[src/rtl/tx_line_encoder.sv]
// rtl/tx_line_encoder.sv - USB transmit line encoder: LSB-first serialiser with bit stuffing, NRZI and EOP.
// Bytes arrive through a 1-byte hold buffer so the next byte is ready at the boundary without an idle bit.
module tx_line_encoder #(
  parameter int LOW_SPEED = 0,
  parameter int STUFF_LEN = 6
) (
  input  logic       clk,
  input  logic       rst,
  input  logic       tx_start,
  input  logic [7:0] data_in,
  input  logic       data_valid,
  input  logic       data_last,
  output logic       data_ready,
  input  logic       bit_strobe,
  output logic       timer_en,
  output logic       timer_clr,
  output logic       dp,
  output logic       dm,
  output logic       tx_busy,
  output logic       tx_done,
  output logic       underrun
);

  localparam int OW = $clog2(STUFF_LEN + 1);
  localparam logic [OW-1:0] STUFF_CNT = OW'(STUFF_LEN);
  localparam logic [1:0] LINE_J   = (LOW_SPEED != 0) ? 2'b01 : 2'b10;
  localparam logic [1:0] LINE_K   = ~LINE_J;
  localparam logic [1:0] LINE_SE0 = 2'b00;

  typedef enum logic [2:0] {
    S_IDLE,
    S_WAIT_BYTE,
    S_SEND,
    S_EOP1,
    S_EOP2,
    S_EOP_J
  } state_t;

  state_t          state_q, state_d;
  logic [1:0]      line_q, line_d;
  logic [7:0]      hold_q, hold_d;
  logic            hold_last_q, hold_last_d;
  logic            hold_full_q, hold_full_d;
  logic            last_acc_q, last_acc_d;
  logic [7:0]      sreg_q, sreg_d;
  logic            sreg_last_q, sreg_last_d;
  logic [3:0]      bits_left_q, bits_left_d;
  logic [OW-1:0]   ones_q, ones_d;
  logic            tx_done_q, tx_done_d;
  logic            underrun_q, underrun_d;
  logic            emit;
  logic            emit_bit;
  logic [1:0]      line_tog;

  // Toggling only ever swaps J and K; SE0 is entered explicitly.
  assign line_tog   = (line_q == LINE_J) ? LINE_K : LINE_J;
  assign data_ready = !hold_full_q && !last_acc_q &&
                      ((state_q == S_WAIT_BYTE) || (state_q == S_SEND));
  assign timer_en   = (state_q == S_SEND) || (state_q == S_EOP1) ||
                      (state_q == S_EOP2) || (state_q == S_EOP_J);
  assign timer_clr  = !timer_en;
  assign tx_busy    = (state_q != S_IDLE);
  assign tx_done    = tx_done_q;
  assign underrun   = underrun_q;
  assign dp         = line_q[1];
  assign dm         = line_q[0];

  always_ff @(posedge clk) begin
    if (rst) begin
      state_q     <= S_IDLE;
      line_q      <= LINE_J;
      hold_q      <= '0;
      hold_last_q <= 1'b0;
      hold_full_q <= 1'b0;
      last_acc_q  <= 1'b0;
      sreg_q      <= '0;
      sreg_last_q <= 1'b0;
      bits_left_q <= '0;
      ones_q      <= '0;
      tx_done_q   <= 1'b0;
      underrun_q  <= 1'b0;
    end else begin
      state_q     <= state_d;
      line_q      <= line_d;
      hold_q      <= hold_d;
      hold_last_q <= hold_last_d;
      hold_full_q <= hold_full_d;
      last_acc_q  <= last_acc_d;
      sreg_q      <= sreg_d;
      sreg_last_q <= sreg_last_d;
      bits_left_q <= bits_left_d;
      ones_q      <= ones_d;
      tx_done_q   <= tx_done_d;
      underrun_q  <= underrun_d;
    end
  end

  always_comb begin
    state_d     = state_q;
    line_d      = line_q;
    hold_d      = hold_q;
    hold_last_d = hold_last_q;
    hold_full_d = hold_full_q;
    last_acc_d  = last_acc_q;
    sreg_d      = sreg_q;
    sreg_last_d = sreg_last_q;
    bits_left_d = bits_left_q;
    ones_d      = ones_q;
    tx_done_d   = 1'b0;
    underrun_d  = 1'b0;
    emit        = 1'b0;
    emit_bit    = 1'b0;

    if (data_valid && data_ready) begin
      hold_d      = data_in;
      hold_last_d = data_last;
      hold_full_d = 1'b1;
      last_acc_d  = last_acc_q | data_last;
    end

    case (state_q)
      S_IDLE: begin
        line_d      = LINE_J;
        hold_full_d = 1'b0;
        last_acc_d  = 1'b0;
        if (tx_start) state_d = S_WAIT_BYTE;
      end
      S_WAIT_BYTE: begin
        if (hold_full_q) begin
          sreg_d      = hold_q;
          sreg_last_d = hold_last_q;
          bits_left_d = 4'd8;
          ones_d      = '0;
          hold_full_d = 1'b0;
          state_d     = S_SEND;
        end
      end
      S_SEND: begin
        if (bit_strobe) begin
          if (ones_q == STUFF_CNT) begin
            line_d = line_tog;
            ones_d = '0;
          end else if (bits_left_q != 4'd0) begin
            emit        = 1'b1;
            emit_bit    = sreg_q[0];
            sreg_d      = {1'b0, sreg_q[7:1]};
            bits_left_d = bits_left_q - 4'd1;
          end else if (hold_full_q) begin
            // Reload straight from the hold byte so there is no idle bit at the boundary.
            emit        = 1'b1;
            emit_bit    = hold_q[0];
            sreg_d      = {1'b0, hold_q[7:1]};
            sreg_last_d = hold_last_q;
            bits_left_d = 4'd7;
            hold_full_d = 1'b0;
          end else begin
            line_d     = LINE_SE0;
            underrun_d = !sreg_last_q;
            state_d    = S_EOP1;
          end
        end
      end
      S_EOP1: begin
        if (bit_strobe) state_d = S_EOP2;
      end
      S_EOP2: begin
        if (bit_strobe) begin
          line_d  = LINE_J;
          state_d = S_EOP_J;
        end
      end
      S_EOP_J: begin
        if (bit_strobe) begin
          tx_done_d = 1'b1;
          state_d   = S_IDLE;
        end
      end
      default: state_d = S_IDLE;
    endcase

    if (emit) begin
      if (!emit_bit) begin
        line_d = line_tog;
        ones_d = '0;
      end else begin
        ones_d = ones_q + OW'(1);
      end
    end
  end

endmodule

[config.mk]
export PLATFORM = sky130hd
export DESIGN_NAME = tx_line_encoder
export DESIGN_NICKNAME = d
export VERILOG_FILES = /design/src/rtl/tx_line_encoder.sv
export SDC_FILE = /design/constraint.sdc
export NUM_CORES = 1
export LEC_CHECK = 0
export ABC_AREA = 0
export CORE_ASPECT_RATIO = 0.9
export CORE_MARGIN = 3
export CORE_UTILIZATION = 29
export DETAILED_ROUTE_END_ITERATION = 10
export SLEW_MARGIN = 10
export SYNTH_ARGS = -nofsm -noshare
export SYNTH_HDL_FRONTEND = slang
export SYNTH_SLANG_ARGS = --single-unit
[constraint.sdc]
create_clock -name clk -period 2.9 [get_ports clk]
set_input_delay 0.58 -clock clk [delete_from_list [all_inputs] [get_ports clk]]
set_output_delay 0.58 -clock clk [all_outputs]
set_load 0.005 [all_outputs]
After elaboration in Yosys (flattened, before gate mapping). Index checks and enable logic that the tools add are counted.

Logic and storage cells: 120. Register bits: 34. Output and inout bits: 8. Input port bits: 14.

Multiplexer cells: 59. Bitwise operators: 4. Reduce and logical (&&, ||, !) cells: 23. $add $sub $neg: 2. Equal/unequal tests: 20.

Operators with widths (number): two-way mux 3 bit (14); two-way mux 8 bit (5); two-way mux 1 bit (20); two-way mux 4 bit (5); != test 2 bit (second input constant) (9); case mux 3 bit (6 select lines) (1); two-way mux 2 bit (8); case mux 8 bit (2 select lines) (1); equality test 3 bit (second input constant) (3); AND reduction 9 bit (1); case mux 4 bit (2 select lines) (1); AND reduction 4 bit (2); equality test 3 x 2 -> 1 bit (second input constant) (2); != test 3 x 2 -> 1 bit (second input constant) (2); != test 3 bit (second input constant) (2); case mux 2 bit (3 select lines) (1); case mux 3 bit (2 select lines) (1); nonzero test 3 bit (2); OR reduction 6 bit (1); AND reduction 5 bit (1); zero test 1 bit (4); logical OR 1 bit (4); nonzero test 4 bit (1); OR reduction 2 bit (2); 11 further kinds (15).

Depth between registers and ports, before layout. Gate-level depths: netlist (run 1).

Depth after elaboration: 10. Mapped depth: 7. Gate-level depth less buffers: 6.

Worst setup path before layout (run 1). Ideal clock, no wire load.

Path kind: register to output. Start: register state_q[2]. End: output port timer_clr. Arrival time: 1.413 ns. Path slack: 0.907 ns. Stages on the path, launching flop included: 6. Required time: 2.320 ns. Path buffers: 3. Path through: dfxtp_1 clkbuf_1 buf_2 clkbuf_1 xor2_1 inv_1.

Longest elaborated chain between the ends: 5. Elaborated cells on any way between the ends: 8. Those cells by class: eq/ne (4); reduce/logical (4).

RTL lines: start: declaration (line 39) `state_t state_q, state_d;`; start signal: assignment (line 83) `state_q <= state_d;`; equality test 3 x 2 -> 1 bit (line 59) `assign timer_en = (state_q == S_SEND) || (state_q == S_EOP1) ||`; logical OR 1 bit (2 in series) (line 59); logical OR 1 bit * (line 60) `(state_q == S_EOP2) || (state_q == S_EOP_J);`; net timer_en (line 15) `output logic timer_en,`; zero test 1 bit * (line 61) `assign timer_clr = !timer_en;`; end: declaration (line 16) `output logic timer_clr,`.

The timed path passes the listed nets; every way through them passes the cells marked *.

Worst setup path after layout (run 1).
Start: register state_q[0]. End: output port tx_busy.

Longest elaborated chain between the ends: 1.

RTL lines: nonzero test 3 bit (line 62) `assign tx_busy = (state_q != S_IDLE);`; end: declaration (line 19) `output logic tx_busy,`.

No other way between the ends.

==> results of run 1 <==
[area by class of cell]
| type | instances | area [µm²] |
|---|---|---|
| fill | 666 | 3940 |
| multi-input combinational | 156 | 1130 |
| sequential | 34 | 681 |
| timing repair buffer | 28 | 263 |
| clock buffer | 8 | 110 |
| tap | 87 | 109 |
| inverter | 12 | 45.0 |
[layer usage]
| layer | track usage [%] | vias to the layer above | wire (µm) |
|---|---|---|---|
| li1 | - | 839 | - |
| met1 | 16.2 | 800 | 2240 |
| met2 | 19.2 | 21 | 2030 |
| met3 | 2.98 | 5 | 148 |
| met4 | 4.05 | 0 | 49 |
| met5 | 0 | - | 0 |
[cell families (layout without fill, tap and decap cells)]
group / Yosys count / in the layout / share of synthesized area [%]
adders and majority gates: 4 / 4 / 2.45
AOI/OAI and AO/OA: 68 / 68 / 28.0
muxes: 18 / 18 / 9.29
DFF: 34 / 34 / 35.1
xor gates and xnor gates: 2 / 2 / 0.903
buffers and inverters: 30 / 48 / 6.39
and+or+nand+nor: 64 / 64 / 17.9
[registers in the layout, summed over array words and instances, names as in the netlist, 2 cells and up]
register / count
bits_left_q: 4
hold_q: 8
line_q: 2
ones_q: 3
sreg_q: 8
state_q: 3
[per-stage QoR]
stage          setup slack [ns]  cells  hold slack, ns  total power, W  utilization [%]
6_report                  0.562    325           0.450         0.00105             37.3
5_1_grt                   0.496    325           0.453         0.00110             37.3
4_1_cts                   0.554    325           0.447         0.00106             37.3
3_5_place_dp              0.307    317           0.438        0.000647             35.5
3_3_place_gp              0.322    317           0.446        0.000646             35.5
2_1_floorplan             0.907    220           0.390        0.000593                -
[worst max-delay path by stage]
stage,depth (start not counted),endpoint,slack (ns),startpoint
finish,3,tx_busy,0.56,state_q[0]$_SDFFE_PP0P_
detailed placement,5,bits_left_q[1]$_SDFFE_PP0P_,0.31,bit_strobe
global placement,5,bits_left_q[1]$_SDFFE_PP0P_,0.32,bit_strobe
global route,3,data_ready,0.50,state_q[0]$_SDFFE_PP0P_
floorplan,5,timer_clr,0.91,state_q[2]$_SDFFE_PP0P_
CTS,3,tx_busy,0.55,state_q[0]$_SDFFE_PP0P_
[layout by cell type, fill, tap and decap left out, drive strengths merged, types with 3 or more instances in the layout]
| master | count |
|---|---|
| dfxtp | 34 |
| nor2 | 21 |
| clkdlybuf4s50 | 21 |
| mux2i | 18 |
| a21oi | 13 |
| inv | 12 |
| nand2 | 10 |
| o21ai | 9 |
| clkbuf | 8 |
| a21boi | 7 |
| o21a | 7 |
| buf | 7 |
| a2111oi | 7 |
| or3 | 5 |
| nand3 | 5 |
| nor3 | 4 |
| nor3b | 4 |
| nand2b | 3 |
| o31ai | 3 |
| ha | 3 |
[power by group through the flow]
stage	combinational (W)	sequential [W]	clock (W)
after detailed placement	0.000141	0.000506	0
after CTS	0.000143	0.000495	0.000426
after global placement	0.000140	0.000506	0
after floorplan	0.0000976	0.000495	0
final	0.000141	0.000495	0.000418
after global routing	0.000157	0.000497	0.000445
==> qor.yml, run 1 <==
status: "finished, final reports clean"
antenna_found_initial: 0
crit_path_start_kind: "register"
core_area_um2: 6280
grt_max_degree: 24
gp_congestion: 0.800
grt_pass1_wl_um: 7670
ys_async_sr_fraction_pct: 0
drive_above_1_share_pct: 12.2
final_area_um2: 2340
cts_setup_buffers: 0
relSlewSlack_pct: 56.2
p_int_w: 0.000790
worst_pin_slew_ns: 0.655
reg2reg_from: "bits_left_q[0]$_SDFFE_PP0P_"
ir_worst_vdd_mv: 0.175
reg2reg_to: "line_q[1]$_SDFF_PP1_"
min_path_type: "register to register"
overflow: 0
clk_latency_ns: 0.29
path_class: "register to output pin"
ys_warn_count: 0
crit_path_max_fanout: 12
min_delay_path_depth: 1
synth_seq_cells: 34
crit_buf_inv: 2
hp-start: "sreg_last_q$_SDFFE_PP0P_"
placed_area_um2: 2230
areaGrowthSynthToFinish_pct: 20.8
port_buffers: 21
finalNetCount: 254
tritoncts: "done"
cp_data_arrival_time_ns: 1.76
cts_inserted_buffers: 5
crit_path_max_incr_delay_ns: 0.46
cts_sinks: 34
synth_nets: 237
clk_pin_slew_ns: 0.07
hpwl_um: 3160
vias_per_cell: 5.12
synth_flop_cell: "dfxtp_1"
drt_iter0_drc: 68
ys_seq_area_share_pct: 35.1
fin_skew_ns: 0.00824
pin_count: 22
synth_top_cell_area_share_pct: 35.1
crit_family: "buffers and inverters"
cts_root_buf: "clkbuf_8"
crit_chain: "buf_4 > or3_1 > clkdlybuf4s50_1"
post-synth-top-count-cell: "dfxtp_1"
critPathSlowestCell: "clkdlybuf4s50_1"
seq_power_share_pct: 47.0
avgRoutedWirePerCell_um: 13.7
die-area_um2: 7710
power.share.switching_pct: 25.0
end_kind: "output pin"
holdBufCountCts: 0
finalCritPeriodShare_pct: 80.6
synth.distinct_cells: 55
syn-cell-area_um2: 1940
rr_worst_depth: 6
r2r_slack_ns: 0.80
antenna_left: 0
final_max_slew_viol_count: 0
synth_area_per_cell_um2: 8.82
synthTopCellsByArea: "dfxtp_1 35%, mux2i_1 9.3%, nor2_1 4.1%"
finalSetupViolCount: 0
cellPowerDensity_nw_per_um2: 450
p_clk_share_pct: 39.6
dieHeight_um: 83.6
clock.fmax_ghz: 0.428
synth_edf_count: 0
power_leakage_nw: 0.884
initial_utilization_pct: 30.9
drc: 0
comb_power_share_pct: 13.4
p_sw_w: 0.000264
clockBufferDepth: 2
post-route-min-period_ns: 2.34
vias: 1665
hold_viol_final: 0
routed_wl_um: 4460
cp.required_ns: 2.32
hold_end: "underrun$_SDFF_PP0_"
yosysTopAreaCell: "dfxtp_1"
grt.total_usage_pct: 12.2
h-tree-depth: 2
grt_pass1_vias: 1625
maxCapViolations: 0
synthCells: 220
die_w_um: 92.2
diodes: 0
first_pass_iters: 4
ys_top_cells_by_count: "34 x dfxtp_1, 21 x nor2_1, 18 x mux2i_1"
ctsResizeCount: 0
rsz0062_at_grt: "no"
num_rows: 27
timing.setup.tns_ns: 0
(Power assumes the default switching activity.)
==> run 2, diff against run 1 <==
clock period = 2.45 ns   (was 2.9 ns; I/O delays follow)
==> run 2 against run 1 <==
  * Power rose by 13%
  * Sequential share of layout area is 0.23 points lower
  * Routed wire length rose by 2.5%
  * Critical endpoint is now data_ready
  * Flip-flop and latch count stayed put
  * Critical path type unchanged
  * Clock skew shrank 0.0015 ns
  * Global-route usage rose by 0.32 points
  * Register-to-register slack worse by 0.50 ns
  * Critical path depth did not move
  * Highest routed layer unchanged
  * Hold slack better by 0.016 ns
  * Final cell count is 1.5% higher
==> qor.yml, run 2 (synthesis gave the netlist of run 1 again) <==
antenna_left: 0
final_max_slew_viol_count: 0
finalNetCount: 259
status: "finished, final reports clean"
maxCapViolations: 0
finalSetupViolCount: 0
vias_per_cell: 5.15
grt.total_usage_pct: 12.5
first_pass_iters: 4
grt_pass1_vias: 1631
num_rows: 27
cts_setup_buffers: 0
relSlewSlack_pct: 64.1
crit_chain: "xor2_1 > and2_1 > clkdlybuf4s50_1"
crit_path_max_fanout: 11
path_class: "register to output pin"
dieHeight_um: 83.6
grt_pass1_wl_um: 7880
areaGrowthSynthToFinish_pct: 21.7
cts_inserted_buffers: 5
top_regs: "hold_q x8, sreg_q x8, bits_left_q x4"
die-area_um2: 7710
reg2reg_from: "bits_left_q[0]$_SDFFE_PP0P_"
power_leakage_nw: 0.898
h-tree-depth: 2
cts_root_buf: "clkbuf_8"
fin_skew_ns: 0.00670
gp_congestion: 0.782
crit_path_max_incr_delay_ns: 0.59
drc: 0
routed_wl_um: 4570
holdBufCountCts: 0
cp_data_arrival_time_ns: 1.84
cp.required_ns: 1.96
ctsResizeCount: 0
end_kind: "output pin"
critPathLaunch: "state_q[1]$_SDFFE_PP0P_"
finalCritPeriodShare_pct: 94.9
cellPowerDensity_nw_per_um2: 507
rsz0062_at_grt: "no"
clk_pin_slew_ns: 0.07
timing.setup.tns_ns: 0
core_area_um2: 6280
drt_iter0_drc: 103
worst_pin_slew_ns: 0.536
vias: 1698
hpwl_um: 3210
clk_latency_ns: 0.29
dp.cells: 322
grt_max_degree: 20
drive_above_1_share_pct: 13.6
tritoncts: "done"
crit_buf_inv: 1
hold_viol_final: 0
die_w_um: 92.2
port_buffers: 21
layout_common_cells: "34 x dfxtp_1, 21 x nor2_1, 21 x clkdlybuf4s50_1, 18 x mux2i_1, 13 x a21oi_1"
crit_path_start_kind: "register"
avgRoutedWirePerCell_um: 13.9
initial_utilization_pct: 30.9
overflow: 0
min_path_type: "register to register"
pin_count: 22
clockBufferDepth: 2
ir_worst_vdd_mv: 0.216
hp-start: "sreg_last_q$_SDFFE_PP0P_"
instances_no_fill: 330
post-route-min-period_ns: 2.33
utilization_pct: 37.6
antenna_found_initial: 0
crit_family: "flip-flops"
diodes: 0
final_common_cell: "dfxtp_1"
critPathSlowestCell: "dfxtp_1"
cts_sinks: 34
clock.fmax_ghz: 0.430
run 2: worst reg2reg max path, cell delays in order, from the launching register on:
cell and delay (ns):
dfxtp_1 0.32, inv_1 0.08, ha_1 0.26, or3b_1 0.59
nor3b_1 0.35, o21ai_0 0.16, a311o_1 0.28
run 2: report_power, final:
group          switching, W  internal [W]  total [W]
clock network      0.000206      0.000227   0.000433
logic             0.0000874     0.0000919   0.000179
registers         0.0000171      0.000567   0.000584
run 2: through the flow:
stage / hold slack, ns / total power, W / setup WS, ns / cell area, µm²
6_report: 0.466 / 0.00120 / 0.124 / 2360
3_5_place_dp: 0.440 / 0.000776 / 0.0888 / 2270
5_1_grt: 0.478 / 0.00125 / 0.0541 / 2360
2_1_floorplan: 0.390 / 0.000701 / 0.547 / 1940
4_1_cts: 0.458 / 0.00121 / 0.145 / 2360
3_3_place_gp: 0.446 / 0.000775 / 0.103 / 2270
run 2: final timing paths:
kind                               end  slack, ns  cells after the start
hold reg to reg    underrun$_SDFF_PP0_       0.47                      1
setup reg to reg  line_q[1]$_SDFF_PP1_       0.30                      6
setup / recovery            data_ready       0.12                      3
hold / removal     underrun$_SDFF_PP0_       0.47                      1
run 2: metal layers:
layer	part of all wire, %	track usage (%)	vias to the layer above
li1	-	-	859
met2	46	19.2	32
met1	49	16.9	803
met5	0	0	-
met3	3.8	2.98	4
met4	1.1	4.45	0
run 2: layout make-up:
| type | count | area (µm²) |
|---|---|---|
| clock buffer | 7 | 86.3 |
| multi-input combinational | 156 | 1130 |
| timing repair buffer | 33 | 300 |
| fill | 667 | 3920 |
| inverter | 12 | 45.0 |
| clock inverter | 1 | 5.00 |
| sequential | 34 | 681 |
| tap | 87 | 109 |
==> run 3, diff against run 2 <==
CAP_MARGIN = 20   (was default)
clock period = 2 ns   (was 2.45 ns; I/O delays follow)
==> run 3 against run 2 <==
  * Die area stayed put
  * Critical path depth is 2 higher
  * Critical path type is now input pin to register
  * Final area is 5.3% higher
  * Hold slack better by 0.0035 ns
  * Via count is 0.12% higher
==> qor.yml, run 3 (synthesis gave the netlist of run 1 again) <==
crit_path_max_incr_delay_ns: 0.50
fin_skew_ns: 0.00548
p_int_w: 0.00109
clk_pin_slew_ns: 0.07
power_leakage_nw: 0.953
avgRoutedWirePerCell_um: 13.6
hpwl_um: 3300
top_regs: "hold_q x8, sreg_q x8, bits_left_q x4"
drt_iter0_drc: 68
critPathSlowestCell: "clkdlybuf4s50_1"
antenna_left: 0
cts_root_buf: "clkbuf_8"
post-route-min-period_ns: 1.96
p_clk_share_pct: 35.8
cellPowerDensity_nw_per_um2: 592
first_pass_iters: 4
diodes: 0
top_layer_used: "met4"
cts_setup_buffers: 0
core_area_um2: 6280
finalNetCount: 269
clock.fmax_ghz: 0.509
vias: 1700
clk_latency_ns: 0.28
layout_common_cells: "30 x dfxtp_1, 22 x buf_4, 21 x nor2_1, 21 x clkdlybuf4s50_1, 18 x mux2i_1"
fill_cells: 647
clockBufferDepth: 2
crit_path_start_kind: "input pin"
path_class: "input pin to register"
cts_sinks: 34
maxCapViolations: 0
crit_family: "compound AO/OA/AOI/OAI gates"
worst_pin_slew_ns: 0.474
register_area_um2: 691
hold-worst-slack_ns: 0.470
port_buffers: 21
crit_chain: "clkdlybuf4s50_1 > a21bo_4 > o32a_4 > or4_4 > a21oi_1"
routed_wl_um: 4630
status: "finished, final reports clean"
hold_viol_final: 0
tritoncts: "done"
num_rows: 27
vias_per_cell: 5.00
crit_buf_inv: 1
comb_power_share_pct: 15.3
dr_wl_met2_um: 2100
wl_met1_um: 2290
relSlewSlack_pct: 68.0
dieHeight_um: 83.6
holdBufCountCts: 0
areaGrowthSynthToFinish_pct: 28.2
ctsResizeCount: 4
grt.total_usage_pct: 12.5
pin_count: 22
drive_above_1_share_pct: 21.7
power.share.switching_pct: 25.8
p_sw_w: 0.000380
initial_utilization_pct: 30.9
dpl_worst_slack_ns: -0.210
timing.setup.tns_ns: 0
gp_congestion: 0.791
grt_pass1_vias: 1700
end_kind: "register"
total_power_w: 0.00147
cts_inserted_buffers: 5
finalCritPeriodShare_pct: 98.2
overflow: 0
utilization_pct: 39.6
route.met3.wl_um: 180
min_path_type: "register to register"
rsz0062_at_grt: "yes"
crit_path_max_fanout: 10
cp.required_ns: 2.22
grt_pass1_wl_um: 7980
fin_ws_ns: 0.0363
finalSetupViolCount: 0
h-tree-depth: 2
cp_data_arrival_time_ns: 2.18
multi_input_area_um2: 1170
final_max_slew_viol_count: 0
ir_worst_vdd_mv: 0.257
drc: 0
die_w_um: 92.2
final_common_cell: "dfxtp_1"
seq_power_share_pct: 48.9
die-area_um2: 7710
grt_max_degree: 21
antenna_found_initial: 0
==> run 3: changes by cell type in the layout (fill, tap and decap cells not counted), sizes merged <==
cell | previous run | this run
buf | 12 | 22
==> run 3: path summary, 6_finish.rpt <==
| path | slack (ns) | cells past startpoint | from | to |
|---|---|---|---|---|
| setup / recovery | 0.04 | 5 | bit_strobe | bits_left_q[1]$_SDFFE_PP0P_ |
| hold / removal | 0.47 | 1 | sreg_last_q$_SDFFE_PP0P_ | underrun$_SDFF_PP0_ |
| setup reg to reg | 0.10 | 6 | ones_q[0]$_SDFFE_PP0P_ | bits_left_q[1]$_SDFFE_PP0P_ |
| hold reg to reg | 0.47 | 1 | sreg_last_q$_SDFFE_PP0P_ | underrun$_SDFF_PP0_ |
==> run 3: final cells by class <==
cell class / count / share of cell area (%)
Sequential cell: 34 / 27.8
Multi-Input combinational cell: 156 / 47.3
Timing Repair Buffer: 43 / 15.1
Clock inverter: 1 / 0.201
Tap cell: 87 / 4.38
Inverter: 12 / 1.81
Clock buffer: 7 / 3.47
==> run 3: layer usage <==
| metal | up-vias | track usage (%) |
|---|---|---|
| li1 | 868 | - |
| met1 | 796 | 16.5 |
| met2 | 30 | 19.8 |
| met3 | 6 | 3.16 |
| met4 | 0 | 4.32 |
| met5 | - | 0 |
==> run 3: power groups by stage <==
stage / Sequential [W] / Combinational [W] / Clock, W
finish: 0.000719 / 0.000225 / 0.000527
global route: 0.000722 / 0.000247 / 0.000565
CTS: 0.000719 / 0.000225 / 0.000540
detailed placement: 0.000733 / 0.000222 / 0
global placement: 0.000732 / 0.000222 / 0
floorplan: 0.000718 / 0.000141 / 0
==> run 3: per-stage QoR <==
stage | cells | instance area, µm²
finish | 340 | 2490
global placement | 332 | 2340
global route | 340 | 2490
CTS | 340 | 2450
floorplan | 220 | 1940
detailed placement | 332 | 2340
==> run 3: worst reg2reg max path, cell delays in order, from the launching register on <==
cell     delay, ns
dfxtp_1       0.33
inv_1         0.05
ha_2          0.21
a21bo_4       0.22
o32a_4        0.41
or4_4         0.49
a21oi_1       0.14
